--- config.mk ---
export PLATFORM = sky130hd
export DESIGN_NAME = recovery_sequencer
export DESIGN_NICKNAME = d
export VERILOG_FILES = /design/src/rtl/recovery_sequencer_pkg.sv /design/src/rtl/recovery_source_arbiter.sv /design/src/rtl/recovery_sequencer.sv
export SDC_FILE = /design/constraint.sdc
export NUM_CORES = 1
export LEC_CHECK = 0
export BUFFER_PORTS_ARGS = -buffer_cell sky130_fd_sc_hd__buf_2
export CAP_MARGIN = 5
export CORE_AREA = 2 2 107 68
export CTS_CLUSTER_DIAMETER = 60
export CTS_CLUSTER_SIZE = 10
export DETAILED_ROUTE_END_ITERATION = 12
export DIE_AREA = 0 0 109 70
export PLACE_DENSITY_LB_ADDON = 0.1
export SYNTH_ARGS = -nofsm -noshare
export SYNTH_HDL_FRONTEND = slang
export SYNTH_SLANG_ARGS = --single-unit
--- constraint.sdc ---
create_clock -name clk -period 3.1 [get_ports clk]
set_input_delay 0.155 -clock clk [delete_from_list [all_inputs] [get_ports clk]]
set_output_delay 0.155 -clock clk [all_outputs]
set_load 0.005 [all_outputs]
--- src/rtl/recovery_sequencer_pkg.sv ---
// Shared types for the recovery sequencer: pipeline phase encoding, latched
// request record and wait-counter sizing.
package recovery_sequencer_pkg;

  localparam int RS_ADDR_WIDTH     = 32;
  localparam int RS_AL_INDEX_WIDTH = 6;
  localparam int RS_GHIST_WIDTH    = 10;
  localparam int RS_CNT_WIDTH      = 8;

  localparam logic [RS_CNT_WIDTH-1:0] RS_CNT_MAX = {RS_CNT_WIDTH{1'b1}};

  typedef enum logic [1:0] {
    COMMIT        = 2'd0,
    RECOVER_START = 2'd1,
    RECOVER_WAIT  = 2'd2
  } RecoveryPhase;

  typedef struct packed {
    logic [RS_ADDR_WIDTH-1:0]     pc;
    logic [RS_GHIST_WIDTH-1:0]    ghist;
    logic [RS_AL_INDEX_WIDTH-1:0] headPtr;
    logic [RS_AL_INDEX_WIDTH-1:0] tailPtr;
    logic                         flushAll;
    logic                         fromRw;
  } RecoveryRequestInfo;

endpackage

--- src/rtl/recovery_source_arbiter.sv ---
// Combinational select between commit-stage and RW-stage recovery requests;
// the commit request is older and always wins. Also derives the flush range.
module recovery_source_arbiter
  import recovery_sequencer_pkg::*;
(
  input  logic                         i_commit_req,
  input  logic [RS_ADDR_WIDTH-1:0]     i_commit_pc,
  input  logic [RS_GHIST_WIDTH-1:0]    i_commit_ghist,
  input  logic [RS_AL_INDEX_WIDTH-1:0] i_commit_al_ptr,
  input  logic                         i_rw_req,
  input  logic [RS_ADDR_WIDTH-1:0]     i_rw_pc,
  input  logic [RS_GHIST_WIDTH-1:0]    i_rw_ghist,
  input  logic [RS_AL_INDEX_WIDTH-1:0] i_rw_al_ptr,
  input  logic [RS_AL_INDEX_WIDTH-1:0] i_al_tail_ptr,
  output logic                         o_valid,
  output RecoveryRequestInfo           o_info
);

  logic [RS_AL_INDEX_WIDTH-1:0] w_rw_head;

  // The mispredicted op itself survives; flushing starts one past it, wrapping.
  assign w_rw_head = i_rw_al_ptr + RS_AL_INDEX_WIDTH'(1);
  assign o_valid   = i_commit_req | i_rw_req;

  always_comb begin
    o_info         = '0;
    o_info.tailPtr = i_al_tail_ptr;
    if (i_commit_req) begin
      o_info.pc       = i_commit_pc;
      o_info.ghist    = i_commit_ghist;
      o_info.headPtr  = i_commit_al_ptr;
      o_info.flushAll = 1'b1;
      o_info.fromRw   = 1'b0;
    end else begin
      o_info.pc       = i_rw_pc;
      o_info.ghist    = i_rw_ghist;
      o_info.headPtr  = w_rw_head;
      o_info.flushAll = 1'b0;
      o_info.fromRw   = 1'b1;
    end
  end

endmodule

--- src/rtl/recovery_sequencer.sv ---
// Pipeline phase FSM: COMMIT -> RECOVER_START (one cycle) -> RECOVER_WAIT until
// all flushable structures are idle. Optional watchdog: RSD_RECOVERY_WATCHDOG_EN.
module recovery_sequencer
  import recovery_sequencer_pkg::*;
#(
  parameter int ADDR_WIDTH          = RS_ADDR_WIDTH,
  parameter int AL_INDEX_WIDTH      = RS_AL_INDEX_WIDTH,
  parameter int GHIST_WIDTH         = RS_GHIST_WIDTH,
  parameter int MIN_RECOVERY_CYCLES = 2,
  parameter int WDT_LIMIT           = 255
) (
  input  logic                      clk,
  input  logic                      rst,
  input  logic                      commit_req,
  input  logic [ADDR_WIDTH-1:0]     commit_pc,
  input  logic [GHIST_WIDTH-1:0]    commit_ghist,
  input  logic [AL_INDEX_WIDTH-1:0] commit_al_ptr,
  input  logic                      rw_req,
  input  logic [ADDR_WIDTH-1:0]     rw_pc,
  input  logic [GHIST_WIDTH-1:0]    rw_ghist,
  input  logic [AL_INDEX_WIDTH-1:0] rw_al_ptr,
  input  logic [AL_INDEX_WIDTH-1:0] al_tail_ptr,
  input  logic                      rmt_busy,
  input  logic                      iq_busy,
  input  logic                      replay_busy,
  input  logic                      wakeup_busy,
  output logic [1:0]                phase,
  output logic                      to_recovery,
  output logic                      to_commit,
  output logic [ADDR_WIDTH-1:0]     recovered_pc,
  output logic [GHIST_WIDTH-1:0]    recovered_ghist,
  output logic [AL_INDEX_WIDTH-1:0] flush_head_ptr,
  output logic [AL_INDEX_WIDTH-1:0] flush_tail_ptr,
  output logic                      flush_all,
  output logic                      from_rw,
  output logic                      unable_to_start,
  output logic                      wdt_error
);

  localparam logic [RS_CNT_WIDTH-1:0] MIN_M1 = RS_CNT_WIDTH'(MIN_RECOVERY_CYCLES - 1);
  localparam logic [RS_CNT_WIDTH-1:0] WDT_M1 = RS_CNT_WIDTH'(WDT_LIMIT - 1);

  RecoveryPhase            r_phase, w_phase_next;
  RecoveryRequestInfo      r_info, w_info_next, w_req_info;
  logic [RS_CNT_WIDTH-1:0] r_wait_cnt, w_wait_cnt_next;
  logic r_to_recovery, w_to_recovery_next;
  logic r_to_commit, w_to_commit_next;
  logic r_unable, w_unable_next;
  logic r_wdt_error, w_wdt_error_next;
  logic w_req_valid, w_all_idle, w_normal_exit, w_wdt_reached, w_wdt_hit, w_exit;

  recovery_source_arbiter u_arbiter (
    .i_commit_req    (commit_req),
    .i_commit_pc     (commit_pc),
    .i_commit_ghist  (commit_ghist),
    .i_commit_al_ptr (commit_al_ptr),
    .i_rw_req        (rw_req),
    .i_rw_pc         (rw_pc),
    .i_rw_ghist      (rw_ghist),
    .i_rw_al_ptr     (rw_al_ptr),
    .i_al_tail_ptr   (al_tail_ptr),
    .o_valid         (w_req_valid),
    .o_info          (w_req_info)
  );

  assign w_all_idle    = ~(rmt_busy | iq_busy | replay_busy | wakeup_busy);
  assign w_normal_exit = w_all_idle && (r_wait_cnt >= MIN_M1);
  assign w_wdt_reached = (r_wait_cnt >= WDT_M1);

`ifdef RSD_RECOVERY_WATCHDOG_EN
  assign w_wdt_hit = w_wdt_reached;
`else
  logic w_unused_wdt;
  assign w_unused_wdt = w_wdt_reached;
  assign w_wdt_hit    = 1'b0;
`endif

  assign w_exit = (r_phase == RECOVER_WAIT) && (w_normal_exit || w_wdt_hit);

  always_ff @(posedge clk or posedge rst) begin
    if (rst) begin
      r_phase       <= COMMIT;
      r_info        <= '0;
      r_wait_cnt    <= '0;
      r_to_recovery <= 1'b0;
      r_to_commit   <= 1'b0;
      r_unable      <= 1'b0;
      r_wdt_error   <= 1'b0;
    end else begin
      r_phase       <= w_phase_next;
      r_info        <= w_info_next;
      r_wait_cnt    <= w_wait_cnt_next;
      r_to_recovery <= w_to_recovery_next;
      r_to_commit   <= w_to_commit_next;
      r_unable      <= w_unable_next;
      r_wdt_error   <= w_wdt_error_next;
    end
  end

  always_comb begin
    w_phase_next = r_phase;
    case (r_phase)
      COMMIT:        if (w_req_valid) w_phase_next = RECOVER_START;
      RECOVER_START: w_phase_next = RECOVER_WAIT;
      RECOVER_WAIT:  if (w_exit) w_phase_next = COMMIT;
      default:       w_phase_next = COMMIT;
    endcase
  end

  // Requests outside COMMIT are dropped, not queued.
  always_comb begin
    w_info_next        = r_info;
    w_wait_cnt_next    = r_wait_cnt;
    w_to_recovery_next = 1'b0;
    w_to_commit_next   = 1'b0;
    w_wdt_error_next   = r_wdt_error;
    case (r_phase)
      COMMIT: begin
        if (w_req_valid) begin
          w_info_next        = w_req_info;
          w_to_recovery_next = 1'b1;
        end
      end
      RECOVER_START: w_wait_cnt_next = '0;
      RECOVER_WAIT: begin
        if (r_wait_cnt != RS_CNT_MAX) w_wait_cnt_next = r_wait_cnt + RS_CNT_WIDTH'(1);
        if (w_exit) w_to_commit_next = 1'b1;
        if (w_wdt_hit && !w_normal_exit) w_wdt_error_next = 1'b1;
      end
      default: w_wait_cnt_next = '0;
    endcase
    w_unable_next = (w_phase_next != COMMIT);
  end

  assign phase           = r_phase;
  assign to_recovery     = r_to_recovery;
  assign to_commit       = r_to_commit;
  assign recovered_pc    = r_info.pc;
  assign recovered_ghist = r_info.ghist;
  assign flush_head_ptr  = r_info.headPtr;
  assign flush_tail_ptr  = r_info.tailPtr;
  assign flush_all       = r_info.flushAll;
  assign from_rw         = r_info.fromRw;
  assign unable_to_start = r_unable;
  assign wdt_error       = r_wdt_error;

endmodule

==> metrics.md <==
| Metric | Value |
|---|---|
| FF-to-FF End | `recovered_ghist[7]` |
| Die Wd | `109 um` |
| Max clock buf depth | `2` |
| CTS H-Tree Depth | `3` |
| Die footprint | `7630 um2` |
| CTS tree | `done` |
| Area leader, netlist | `dfrtp_1` |
| Ports | `172` |
| Total number of vias | `2834` |
| Vias/cell | `5.25` |
| PD cells | `910 nW/um2` |
| Fin crit share | `65.8%` |
| Routed WL | `7990 um` |
| Pins over their slew limit | `0` |
| Worst-Margin Slew | `0.944 ns` |
| FF-to-FF setup slack | `1.06 ns` |
| Clock skew | `0.0110 ns` |
| Req. time, crit path | `3.38 ns` |
| Worst min path class | `input pin to register` |
| FP Rows | `24` |
| Antenna violations before repair | `0` |
| 1st-iter DRT viols | `325` |
| Commonest non-fill, non-tap cell in the layout | `buf_2` |
| Number of synthesized register bits | `69` |
| Clock sink count | `69` |
| Gpl congestion | `0.785` |
| Netlist cell types | `40` |
| Setup violators final | `0` |
| Area Growth Syn to Fin | `37.9%` |
| Post-route minimum period | `2.04 ns` |
| Worst IR drop on VDD | `459 uV` |
| Placeable core area | `6820 um2` |
| Hold Crit Depth | `3` |
| Syn_nets | `386` |
| Share of the synthesized area in the top cell type | `56.7%` |
| Commonest cells after routing, fill and taps aside | `170 x buf_2, 69 x dfrtp_1, 52 x inv_1` |
| Ant diodes | `0` |
| Post-CTS Resized | `0` |
| First-pass GRT wire length | `12700 um` |
| CP startpoint kind | `register` |
| Fill cells | `610` |
| GRT Resource Usage Total | `21.8%` |
| Mapped Cells | `272` |
| Hold Violations, Final | `0` |
| Root buf cell | `clkbuf_8` |
| Mapped Area | `3050 um2` |
| Crit Path Max Fanout | `50` |
| PortBufs | `170` |
| Cts bufs inserted | `9` |
| Antenna Violating Nets Remaining | `0` |
| Syn avg cell area | `11.2 um2` |
| Layout Nets | `558` |
| Min-delay src | `commit_al_ptr[2]` |
| Post-DP HPWL | `5690 um` |
| Layout cell share with drive strength beyond 1 | `43.9%` |
| Routed length per instance | `14.8 um` |
| Clk pin slew, worst setup/hold paths | `0.08 ns` |
| Sequential area share after synthesis | `56.7%` |
| Initial Util | `44.7%` |
| Setup TNS | `0 ns` |
| Die height | `70 um` |
| Crit end category | `register` |
| Clk_lat worst skew | `0.34 ns` |
| Synth warn | `0` |
| Worst hold slack | `0.0180 ns` |
| R2r worst-path depth | `4` |
| LEAKAGE | `2.37 nW` |
| Hold path endpoint | `flush_head_ptr[2]` |
| RSZ-0062 raised after global routing | `no` |
| Max Clock Freq | `0.490 GHz` |
| Ranking of synthesized cells by area | `dfrtp_1 57%, a222oi_1 15%, inv_1 6.5%` |
| Drt pass-1 iters | `8` |
| Critical path arrival | `2.32 ns` |
| Pin count of the biggest net entering global routing | `51` |
| Drt drc | `0` |
| Rel. slew slack | `37.1%` |
| Critical R2R Launch | `phase[0]` |
| Max Cap Viol | `0` |
| Status | `finished, final reports clean` |
| Crit path kind | `register to register` |
| Vias in the first global route | `2666` |
| GRT Residual Overflow | `0` |
[critical path, stage by stage, from the launching register on]
cell and delay, ns:
dfrtp_1 0.55, nor2_2 0.29, and2_2 0.82, a222oi_1 0.21
inv_1 0.09
[synth_stat cells, drive strengths merged]
| cell type | count |
|---|---|
| dfrtp | 69 |
| inv | 53 |
| a222oi | 46 |
| nand2 | 23 |
| buf | 17 |
| nor2 | 9 |
| o21ai | 7 |
| nand3 | 6 |
| ha | 4 |
| nor3 | 4 |
| xnor2 | 4 |
| a22oi | 2 |
| a31oi | 2 |
| and2 | 2 |
| and4 | 2 |
| clkbuf | 2 |
| mux2i | 2 |
| xor2 | 2 |
| a211oi | 1 |
| a21o | 1 |
| a21oi | 1 |
| a311oi | 1 |
| conb | 1 |
| nand2b | 1 |
| nand3b | 1 |
| nand4 | 1 |
| nor3b | 1 |
| nor4 | 1 |
| nor4b | 1 |
| o211ai | 1 |
| o311ai | 1 |
| o41ai | 1 |
| or4 | 1 |
| or4b | 1 |
[layer usage]
layer / global-route usage, % / up-vias / share of wire (%)
met3: 8.96 / 7 / 11
met5: 0 / - / 0
met1: 27.4 / 1332 / 41
met2: 34.9 / 153 / 47
met4: 5.98 / 0 / 0.95
li1: - / 1342 / -
[what timing repair did]
item	in CTS	in global routing
hold endpoints to repair	29	0
hold buffers	6	0
setup buffers	0	0
[cell families after synthesis]
logic type	share of synthesized area [%]
AOI/OAI and AO/OA	18.9
xor gates and xnor gates	1.72
adders and majority gates	1.64
buffers and inverters	11.0
DFF	56.7
muxes	0.657
other	0.123
and+or+nand+nor	9.20
[worst max-delay path by stage]
stage	startpoint	to	slack [ns]	cells after the start
floorplan	rst	flush_all	1.21	1
global placement	phase[0]	flush_head_ptr[1]	1.12	4
detailed placement	phase[0]	recovered_ghist[6]	1.02	4
CTS	phase[0]	recovered_ghist[6]	1.02	4
global route	phase[0]	recovered_ghist[2]	0.84	4
finish	phase[0]	recovered_ghist[7]	1.06	4
[per-stage QoR]
step / setup WS, ns / cells / utilization, % / cell area [um2] / power [mW]
2_1_floorplan: 1.21 / 272 / - / 3050 / 2.44
3_3_place_gp: 1.12 / 518 / 57.5 / 3920 / 2.99
3_5_place_dp: 1.02 / 518 / 57.5 / 3920 / 3.03
4_1_cts: 1.02 / 540 / 61.6 / 4200 / 3.86
5_1_grt: 0.839 / 540 / 61.6 / 4200 / 4.15
6_report: 1.06 / 540 / 61.6 / 4200 / 3.82
[power breakdown]
| group | internal (mW) | total (mW) | switching, mW |
|---|---|---|---|
| sequential | 1.30 | 1.56 | 0.259 |
| combinational | 0.707 | 1.45 | 0.743 |
| clock | 0.473 | 0.816 | 0.342 |
| total | 2.48 | 3.82 | 1.34 |
[sequential cells by signal, indices dropped and copies added, names as in the netlist]
| register | cells |
|---|---|
| from_rw | 1 |
| recovered_ghist | 10 |
| to_recovery | 1 |
| flush_head_ptr | 6 |
| flush_all | 1 |
| to_commit | 1 |
| unable_to_start | 1 |
| flush_tail_ptr | 6 |
| recovered_pc | 32 |
| phase | 2 |
| r_wait_cnt | 8 |
[area by class of cell]
| type | instances | area [um2] | share of cell area (%) |
|---|---|---|---|
| clock buffers | 10 | 138 | 3.28 |
| repair buffers | 180 | 941 | 22.4 |
| multi-input cells | 131 | 996 | 23.7 |
| inverters | 53 | 199 | 4.74 |
| clock inverters | 6 | 86.3 | 2.06 |
| flip-flops and latches | 69 | 1730 | 41.1 |
| well taps | 91 | 114 | 2.71 |
(Power assumes the default switching activity.)
